--- config.mk ---
export PLATFORM = sky130hd
export DESIGN_NAME = clkdiv_ctrl
export DESIGN_NICKNAME = d
export VERILOG_FILES = /design/src/rtl/clkdiv_ctrl.sv
export SDC_FILE = /design/constraint.sdc
export NUM_CORES = 1
export LEC_CHECK = 0
export ABC_AREA = 1
export CAP_MARGIN = 40
export CORE_UTILIZATION = 48
export DETAILED_ROUTE_END_ITERATION = 7
export HOLD_SLACK_MARGIN = 0.06
export PLACE_DENSITY = 0.77
export SYNTH_ARGS = -nofsm -noshare
export SYNTH_HDL_FRONTEND = slang
export SYNTH_SLANG_ARGS = --single-unit
--- constraint.sdc ---
create_clock -name sclk -period 3 [get_ports sclk]
set_clock_uncertainty 0.15 [all_clocks]
set_input_delay 0.6 -clock sclk [delete_from_list [all_inputs] [get_ports sclk]]
set_output_delay 0.6 -clock sclk [all_outputs]
set_load 0.005 [all_outputs]
--- src/rtl/clkdiv_ctrl.sv ---
// clkdiv_ctrl: run-time programmable integer clock divider (sclk/s_rst in; en + cfg handshake in; div_clk/div_tick/busy/cur_div/period_cnt out; CLKDIV_PERIOD_CNT_EN enables period_cnt)
module clkdiv_ctrl #(
  parameter int CNT_W = 8,
  parameter int DEF_DIV = 5
) (
  input  logic             sclk,
  input  logic             s_rst,
  input  logic             en,
  input  logic             cfg_valid,
  input  logic [CNT_W-1:0] cfg_div,
  output logic             cfg_ready,
  output logic             cfg_err,
  output logic             div_clk,
  output logic             div_tick,
  output logic             busy,
  output logic [CNT_W-1:0] cur_div,
  output logic [15:0]      period_cnt
);
  typedef enum logic [1:0] {IDLE, RUN, STOP} state_t;
  state_t state;
  logic [CNT_W-1:0] cnt, pend_div, cnt_nx, div_nx;
  logic [CNT_W:0] half;
  logic xfer, legal, wrap;
  always_comb begin
    xfer = cfg_valid && cfg_ready;
    legal = cfg_div > CNT_W'(1);
    wrap = state != IDLE && cnt == cur_div - CNT_W'(1);
    cnt_nx = wrap ? '0 : cnt + CNT_W'(1);
    div_nx = wrap && !cfg_ready ? pend_div : cur_div;
    half = ({1'b0, div_nx} + (CNT_W+1)'(1)) >> 1;
  end
  always_ff @(posedge sclk) begin
    if (s_rst) begin
      state <= IDLE;
      cnt <= '0;
      cur_div <= CNT_W'(DEF_DIV);
      pend_div <= '0;
      cfg_ready <= 1'b1;
      cfg_err <= 1'b0;
      div_clk <= 1'b0;
      div_tick <= 1'b0;
      busy <= 1'b0;
    end else begin
      cfg_err <= xfer && !legal;
      if (state == IDLE) begin
        // a divisor queued on the final wrap is applied here instead of waiting for a wrap that never comes
        cur_div <= xfer && legal ? cfg_div : !cfg_ready ? pend_div : cur_div;
        cfg_ready <= 1'b1;
        if (en) begin
          state <= RUN;
          cnt <= '0;
          div_clk <= 1'b1;
          div_tick <= 1'b1;
          busy <= 1'b1;
        end
      end else begin
        cur_div <= div_nx;
        if (xfer && legal) pend_div <= cfg_div;
        cfg_ready <= !(xfer && legal) && (wrap || cfg_ready);
        if (state == STOP && !en && wrap) begin
          state <= IDLE;
          cnt <= '0;
          div_clk <= 1'b0;
          div_tick <= 1'b0;
          busy <= 1'b0;
        end else begin
          state <= en ? RUN : STOP;
          cnt <= cnt_nx;
          div_clk <= {1'b0, cnt_nx} < half;
          div_tick <= cnt_nx == '0;
        end
      end
    end
  end
`ifdef CLKDIV_PERIOD_CNT_EN
  always_ff @(posedge sclk) begin
    if (s_rst) period_cnt <= '0;
    else if (wrap && period_cnt != 16'hFFFF) period_cnt <= period_cnt + 16'd1;
  end
`else
  assign period_cnt = '0;
`endif
endmodule
**After elaboration in Yosys (flattened, before gate mapping)**

Index checks and enable logic that the tools add are counted.

- Register bits after elaboration: 31

- Add/sub/neg operators: 3
- Magnitude comparators: 2
- Equal/unequal tests: 4
- Mux-type cells: 19
- Bitwise logic cells: 1
- Reduce and logical (&&, ||, !) cells: 20

Operator list:

| cell | number |
|---|---|
| two-way mux 8 bit | 8 |
| adder 8 x 1 -> 9 bit, second input constant | 1 |
| adder 8 x 1 -> 8 bit, second input constant | 1 |
| == test 8 bit | 1 |
| greater-than comparator 8 x 1 -> 1 bit, second input constant | 1 |
| logical AND 1 bit | 8 |
| zero test 8 bit | 1 |
| less-than comparator 8 bit | 1 |
| two-way mux 2 bit | 4 |
| subtractor 8 x 1 -> 8 bit, second input constant | 1 |
| two-way mux 1 bit | 7 |
| zero test 1 bit | 4 |
| AND reduction 2 bit | 2 |
| nonzero test 2 bit | 2 |
| != test 3 x 2 -> 1 bit, second input constant | 1 |
| == test 2 bit, second input constant | 1 |
| zero test 2 bit | 1 |
| != test 2 bit, second input constant | 1 |
| OR reduction 2 bit | 1 |
| logical OR 1 bit | 1 |
| NOT 1 bit | 1 |

**Longest topological paths before layout**

Gate-level depths: netlist (run 1).

- Depth in word-level cells: 9
- Mapped depth: 28
- Mapped depth without buffers: 28

**Least setup slack after synthesis (run 1)**

OpenSTA, ideal clock, no wires.

- Path kind: register to register
- Start point: reg cur_div[0]
- End point: reg div_clk
- Library setup time: 119 ps
- Arrival time: 2954 ps
- Path slack: -223 ps
- Cell stages (with the launch flop): 28
- Path buffers: 0
- Cell sequence: dfxtp_1 -> inv_2 -> ha_1 -> inv_1 -> nand2_1 -> nand3_1 -> nand2_1 -> nor2_1 -> nand3_1 -> nor2_1 -> nand2_2 -> inv_2 -> nand2_2 -> nand2_1 -> o21ai_1 -> inv_1 -> ha_1 -> nand2_2 -> nor2_2 -> nand4_1 -> inv_1 -> nand2_1 -> ha_1 -> nand2_1 -> o211ai_1 -> inv_1 -> nand2_1 -> a21oi_1

- Word-level cells in the longest chain between the ends: 9
- Elaborated cells on any way between the ends: 11

RTL lines:

| item | RTL line | RTL |
|---|---|---|
| start, declared | 16 | `output logic [CNT_W-1:0] cur_div,` |
| start signal, assigned | 36 | `cur_div <= CNT_W'(DEF_DIV);` |
| start signal, assigned | 47 | `cur_div <= xfer && legal ? cfg_div : !cfg_ready ? pend_div : cur_div;` |
| start signal, assigned | 57 | `cur_div <= div_nx;` |
| subtractor 8 x 1 -> 8 bit | 27 | `wrap = state != IDLE && cnt == cur_div - CNT_W'(1);` |
| == test 8 bit | 27 |  |
| logical AND 1 bit | 27 |  |
| logical AND 1 bit | 29 | `div_nx = wrap && !cfg_ready ? pend_div : cur_div;` |
| two-way mux 8 bit | 29 |  |
| adder 8 x 1 -> 9 bit | 30 | `half = ({1'b0, div_nx} + (CNT_W+1)'(1)) >> 1;` |
| less-than comparator 8 bit | 69 | `div_clk <= {1'b0, cnt_nx} < half;` |
| two-way mux 1 bit (*) | 60 | `if (state == STOP && !en && wrap) begin` |
| two-way mux 1 bit (*) | 45 | `if (state == IDLE) begin` |
| end signal, assigned | 69 |  |
| end, declared | 13 | `output logic div_clk,` |

Every way passes the cells marked *; elsewhere a longest branch is shown, timed or not.
A chain may end at the register's enable or synchronous reset.

**Worst setup path in the final report (run 1)**

- Start point: reg cur_div[1]
- End point: reg div_clk

Same word-level chain as after synthesis.

==> results.md, run 1 <==
- Critical-path top delay cell: dfxtp_2
- Syn-to-layout area delta: 34.8%
- Mux cell area share after synthesis: 0%
- Synth Area in XOR/XNOR: 3.93%
- Most used cell, CP: nand2_1
- CP max stage delay: 330 ps
- CP Class: reg2reg
- Avg Cell Area, Syn: 6.50 sq um
- Compound-cell area share of the yosys netlist: 16.0%
- Pleak: 1.45 nW
- DP Worst Slack: -175 ps
- Core ar.: 4410 sq um
- Post-synthesis simple-gate area fraction: 31.5%
- Via count: 2425
- Data arrival, critical path: 3220 ps
- Wire per inst: 13.8 microns
- Global-route wire length before repair: 10800 microns
- Synth Area in Adders: 5.61%
- Worst Reg-to-Reg Cells: 28
- Final Hold Fails: 0
- Largest family of logic cells by synthesized area: simple AND/OR/NAND/NOR gates
- Via-to-Cell Ratio: 5.19
- CTS clk-pin slew, worst paths: 60 ps
- Failing checks: setup timing
- Peak Freq: 0.314 GHz
- RR Endpoint: div_clk$_SDFFE_PP0P_
- Gr ovfl total: 0
- RSZ-0062 raised after global routing: true
- Period utilization: 106%
- Setup ws final: -188 ps
- IR drop worst, VDD: 302 uV
- # IOs: 41
- CTS tree: yes
- Antenna Nets Post-Route: 0
- Initial Util: 50.5%
- # Max-Cap Violations: 0
- Worst-Skew Late Latency: 290 ps
- # fillers: 369
- Hold Crit Class: reg2reg
- Fin nets: 438
- Reg2reg start: cur_div[1]$_SDFFE_PP0P_
- Largest net degree at the start of global routing: 17
- Clock sinks: 31
- Number of global-route vias before repair: 2356
- FP Rows: 24
- Buffer depth of the longest clock path: 2
- H-tree levels: 2
- Final RePlAce weighted congestion: 0.928
- Die height: 70.2 microns
- Drt total wl: 6460 microns
- CP startpoint kind: flip-flop
- Crit path time final: 3190 ps
- Crit path launch: cur_div[1]$_SDFFE_PP0P_
- Total track usage: 27.6%
- Dpl hpwl: 4910 microns
- Flops & latches, synth: 31
- Sequential area share after synthesis: 27.8%
- Status: finished with violations
- # setup viols final: 1
- Layout cells sized above 1: 23.1%
- CP Data Required Time: 3030 ps
- DR pass1 iterations: 4
- # port buffers: 24
- Distinct cells, synth: 34
- Ys Warns: 0
- PD cells: 371 nW/um^2
- Slew Viols, Final: 0
- CTS Buf Count: 5
- Hold WS: 324 ps
- CP endpoint kind: flip-flop
- Reg2reg setup slack: -190 ps
- Die area: 4920 sq um
- Initial antenna violation count: 0
- DRC: 0
- Initial DRC count: 141
- CP Max Fanout: 4
- Cell area after synthesis: 2230 sq um
- Die Span X: 70.2 microns
- Ant diodes: 0
- Syn Inst Count: 343
- CP endpoint: div_clk$_SDFFE_PP0P_
- Root Driver: clkbuf_8
sequential cells by signal, indices dropped and copies added (netlist names):
name	cells
busy	1
cfg_err	1
cfg_ready	1
cnt	8
cur_div	8
div_clk	1
div_tick	1
pend_div	8
state	2
layout make-up:
class | instances | area [sq um] | share of cell area (%)
clock buffers | 6 | 72.6 | 2.41
inverters | 54 | 208 | 6.91
multi-input cells | 254 | 1440 | 47.9
flip-flops and latches | 31 | 623 | 20.7
well taps | 52 | 65.1 | 2.16
repair buffers | 70 | 598 | 19.9
critical path: cells and delay by family, from the launching register on:
kind | cells | cell delay [ps]
and+or+nand+nor | 17 | 1330
adders and majority gates | 3 | 600
buffers and inverters | 5 | 380
DFF | 1 | 330
AOI/OAI and AO/OA | 3 | 280
cell usage in the layout (no fill, tap or decap), types with 2 or more instances in the layout:
master	Yosys	routed
a211oi_1	5	5
a21oi_1	7	4
a21oi_2	0	3
a22oi_1	5	5
buf_4	16	45
clkbuf_8	0	5
clkdlybuf4s50_1	0	24
conb_1	1	16
dfxtp_1	31	29
dfxtp_2	0	2
ha_1	10	7
ha_4	0	3
inv_1	47	45
inv_2	6	6
inv_4	0	2
nand2_1	83	78
nand2_2	7	9
nand2_4	0	3
nand3_1	20	19
nand4_1	2	2
nor2_1	32	30
nor2_2	6	6
nor2_4	1	3
nor3_1	4	4
o2111ai_1	2	2
o211ai_1	2	2
o21ai_0	18	18
o21ai_1	4	3
o21ai_2	2	3
o22ai_1	10	10
or2_2	2	2
xor2_1	8	8
cell usage after synthesis:
library cell  count  share of area, %
o21a_1            1              0.34
nor2_1           32               5.4
nor3b_1           1              0.34
a31oi_1           1              0.28
clkinv_1          1              0.17
nand3_1          20               4.5
a211oi_1          5               1.7
dfxtp_1          31                28
nand2_2           7               2.0
nor2_8            1              0.90
nor3_1            4              0.90
a32o_1            1              0.45
o2111ai_1         2              0.79
clkbuf_1          3              0.50
nor4_1            1              0.28
a22oi_1           5               1.7
a21oi_1           7               1.6
xor2_1            8               3.1
buf_4            16               5.4
o21ai_1           4              0.90
inv_2             6               1.0
nand4_1           2              0.56
o21ai_2           2              0.79
ha_1             10               5.6
nand2_1          83                14
o22ai_1          10               2.8
o211ai_1          2              0.67
nor2_2            6               1.7
conb_1            1              0.17
o21ai_0          18               4.0
xnor2_1           2              0.79
inv_1            47               7.9
or2_2             2              0.56
nor2_4            1              0.50
cells by family (layout without fill, tap and decap cells):
kind of cell,count (synthesis),in the layout
buffers and inverters,73,130
other,1,16
AND/OR/NAND/NOR,160,160
flip-flops,31,31
AO/OA/AOI/OAI,58,58
adder cells (fa/ha/maj),10,10
XOR/XNOR,10,10
power by group:
group | leakage (nW) | switching (mW) | total (mW) | internal (mW)
registers | 0.254 | 0.0211 | 0.457 | 0.436
clock network | 0.0371 | 0.149 | 0.303 | 0.154
logic | 1.16 | 0.189 | 0.355 | 0.167
what timing repair did:
item / 4_1_cts / 5_1_grt
hold buffers: 0 / 0
endpoints found under the setup margin: 1 / 1
gates resized for setup: 10 / 8
buffers inserted: 8 / 2
pin swaps: 13 / 13
metal layers:
metal  track usage, %  vias to the layer above  part of all wire, %
li1                 -                     1218                    -
met4             8.89                        0                  2.0
met2             48.5                       79                   50
met5                0                        -                    0
met1             33.0                     1113                   43
met3             6.35                       15                  5.2
stage by stage:
step	utilization [%]	power, mW	TNS (ps)	instance area, sq um	cells
finish	68.1	1.12	-188	3010	467
global route	68.1	1.17	-519	3010	467
detailed placement	63.0	0.780	-175	2780	451
CTS	67.0	1.09	-154	2960	465
floorplan	-	0.652	-52.5	2320	358
global placement	63.0	0.773	-24.9	2780	451
worst min path at each step:
| stage | startpoint | end | depth (start not counted) |
|---|---|---|---|
| final | pend_div[6]$_SDFFE_PP0P_ | pend_div[6]$_SDFFE_PP0P_ | 2 |
| after global routing | pend_div[6]$_SDFFE_PP0P_ | pend_div[6]$_SDFFE_PP0P_ | 2 |
| after CTS | pend_div[6]$_SDFFE_PP0P_ | pend_div[6]$_SDFFE_PP0P_ | 2 |
| after detailed placement | pend_div[6]$_SDFFE_PP0P_ | pend_div[6]$_SDFFE_PP0P_ | 2 |
| after global placement | pend_div[7]$_SDFFE_PP0P_ | pend_div[7]$_SDFFE_PP0P_ | 2 |
| after floorplan | pend_div[6]$_SDFFE_PP0P_ | pend_div[6]$_SDFFE_PP0P_ | 2 |
(Power assumes the default switching activity.)
==> run 2, diff against run 1 <==
--- a/config.mk
+++ b/config.mk
@@ -10,6 +10,7 @@
 export CORE_UTILIZATION = 48
 export DETAILED_ROUTE_END_ITERATION = 7
 export HOLD_SLACK_MARGIN = 0.06
+export MAX_ROUTING_LAYER = met4
 export PLACE_DENSITY = 0.77
 export SYNTH_ARGS = -nofsm -noshare
 export SYNTH_HDL_FRONTEND = slang
==> run 2 against run 1 <==
Effect of this change:
- the run still ends with setup timing left
- first-iteration DRC count increased by 33%
- fmax shrank 0.77%
- design area rose by 1.1%
- worst hold slack better by 2.6 ps
- utilization is 0.77 points higher
- setup slack got worse by 25 ps
- combinational power increased by 3%
- clock power about the same
- clock-buffer cell count did not move
- largest cell class unchanged
==> results.md, run 2 (synthesized netlist as in run 1, its figures left out) <==
- Status: finished with violations
- Failing checks: setup timing
- CP startpoint kind: flip-flop
- H-tree levels: 2 (unchanged)
- Dpl cells: 451 (unchanged)
- Reg2reg setup slack: -210 ps (-20 ps)
- Global-route wire length before repair: 10800 microns (+0.13%)
- CP Class: reg2reg
- Layout Cells excl Fill: 468 (+0.21%)
- Min-delay src: pend_div[6]$_SDFFE_PP0P_
- PD cells: 371 nW/um^2 (-0.12%)
- Met3 Usage GRT: 6.35% (unchanged)
- Hold WS: 327 ps (+2.60 ps)
- Ant diodes: 0 (unchanged)
- Syn-to-layout area delta: 36.3%
- Gr ovfl total: 0 (unchanged)
- Die area: 4920 sq um (unchanged)
- Slew Viols, Final: 0 (unchanged)
- Buffer depth of the longest clock path: 2 (unchanged)
- Via count: 2499 (+3.1%)
- Clock sinks: 31 (unchanged)
- Hold Crit Class: reg2reg
- Met2 GRT Util: 48.4% (-0.11 points)
- IR drop worst, VDD: 309 uV (+2.3%)
- Initial antenna violation count: 0 (unchanged)
- Crit path time final: 3210 ps (+24.8 ps)
- Largest net degree at the start of global routing: 17 (unchanged)
- DRC: 0 (unchanged)
- Initial DRC count: 187 (+33%)
- RR Endpoint: div_clk$_SDFFE_PP0P_
- # setup viols final: 1 (unchanged)
- Multi-input logic area: 1470 sq um (+1.7%)
- Total track usage: 28.4% (+0.84 points)
- Number of global-route vias before repair: 2355 (-0.042%)
- CTS Buf Count: 5 (unchanged)
- Antenna Nets Post-Route: 0 (unchanged)
- Worst Hold Path EP: pend_div[6]$_SDFFE_PP0P_
- Crit path max-delay family: simple AND/OR/NAND/NOR gates
- CTS clk-pin slew, worst paths: 60 ps (about the same)
- Die Span X: 70.2 microns (unchanged)
- # IOs: 41 (unchanged)
- Most used cell, CP: nand2_1
- Period utilization: 107% (+0.83 points)
- Fin nets: 439 (+0.23%)
- Data arrival, critical path: 3290 ps (+70 ps)
- Setup ws final: -213 ps (-24.8 ps)
- Register area: 624 sq um (+0.20%)
- CTS tree: yes
- Initial Util: 50.5% (unchanged)
- Peak Freq: 0.311 GHz (-0.77%)
- Commonest non-fill, non-tap cell in the layout: nand2_1
- Regs by FF count: cnt: 8 flops, cur_div: 8 flops, pend_div: 8 flops
- Reg2reg start: cur_div[1]$_SDFFE_PP0P_
- Core ar.: 4410 sq um (unchanged)
- # fillers: 356 (-3.5%)
- CP endpoint kind: flip-flop
- Pleak: 1.47 nW (+0.81%)
- Via-to-Cell Ratio: 5.34 (+2.8%)
- GRT busiest layer: met2
- Commonest cells after routing, fill and taps aside: nand2_1, buf_4, inv_1
- CP Data Required Time: 3080 ps (+50 ps)
- Wire per inst: 14.4 microns (+4.2%)
- Bufs and invs on worst path: 4 (-1)
- DR pass1 iterations: 4 (unchanged)
- Hold depth: 2 (unchanged)
- Met1 Resource Use GR: 33.3% (+0.27 points)
- Die height: 70.2 microns (unchanged)
- # port buffers: 24 (unchanged)
- CP max stage delay: 340 ps (about the same)
- Final RePlAce weighted congestion: 0.944 (+1.8%)
- CP Max Fanout: 4 (unchanged)
- Worst Reg-to-Reg Cells: 27 (-3.6%)
- # Max-Cap Violations: 0 (unchanged)
- Worst-Skew Late Latency: 290 ps (about the same)
- Layout cells sized above 1: 23.8% (+0.67 points)
- Drt total wl: 6750 microns (+4.4%)
- Final Hold Fails: 0 (unchanged)
- Critical-path top delay cell: dfxtp_2
- Root Driver: clkbuf_8
- Dpl hpwl: 4910 microns (unchanged)
- RSZ-0062 raised after global routing: true
- FP Rows: 24 (unchanged)
run 2: report_power, final:
group	internal (mW)	switching (mW)	leakage (nW)
sequential	0.436	0.0220	0.254
clock	0.154	0.149	0.0371
combinational	0.171	0.195	1.18
total	0.761	0.366	1.47
run 2: worst max-delay path by stage:
stage | slack [ps] | start | endpoint | depth (start not counted)
after floorplan | -50 | cur_div[0]$_SDFFE_PP1P_ | div_clk$_SDFFE_PP0P_ | 28
after global placement | -20 | cur_div[0]$_SDFFE_PP1P_ | div_clk$_SDFFE_PP0P_ | 28
after detailed placement | -170 | cur_div[0]$_SDFFE_PP1P_ | div_clk$_SDFFE_PP0P_ | 28
after CTS | -150 | cur_div[1]$_SDFFE_PP0P_ | div_clk$_SDFFE_PP0P_ | 28
after global routing | -520 | cur_div[1]$_SDFFE_PP0P_ | div_clk$_SDFFE_PP0P_ | 27
final | -210 | cur_div[1]$_SDFFE_PP0P_ | div_clk$_SDFFE_PP0P_ | 27
run 2: stage by stage:
step	total power, mW	instance area, sq um	setup TNS (ps)	util, %	setup WS [ps]
after floorplan	0.652	2320	-52.5	-	-52.5
after global placement	0.773	2780	-24.9	63.0	-24.9
after detailed placement	0.780	2780	-175	63.0	-175
after CTS	1.09	2960	-154	67.0	-154
after global routing	1.18	3040	-524	68.9	-524
final	1.13	3040	-213	68.9	-213
run 2: layout make-up:
type,instances,share of cell area [%]
well taps,52,2.14
inverters,54,6.83
repair buffers,71,19.9
flip-flops and latches,31,20.5
clock buffers,6,2.39
multi-input cells,254,48.2
run 2: timing repair:
action,4_1_cts,5_1_grt
buffers inserted,8,3
hold buffers,0,0
pin swaps,13,15
setup endpoints to repair,1,1
resized for setup,10,14
run 2: routing by layer:
metal | vias up | routed length, microns
met5 | - | 0
met4 | 0 | 118
met3 | 15 | 450
met2 | 101 | 3490
met1 | 1161 | 2690
li1 | 1222 | -
run 2: tightest hold or removal path, cell delays in order (launching register included):
cell	delay, ps
dfxtp_1	310
inv_1	60
a21oi_1	60
==> run 3, diff against run 2 <==
--- a/config.mk
+++ b/config.mk
@@ -12,6 +12,8 @@
 export HOLD_SLACK_MARGIN = 0.06
 export MAX_ROUTING_LAYER = met4
 export PLACE_DENSITY = 0.77
+export SLEW_MARGIN = 25
 export SYNTH_ARGS = -nofsm -noshare
 export SYNTH_HDL_FRONTEND = slang
 export SYNTH_SLANG_ARGS = --single-unit
+export TNS_END_PERCENT = 5
==> results of run 3 <==
Final layout, timing and power as in run 2 (identical DEF).
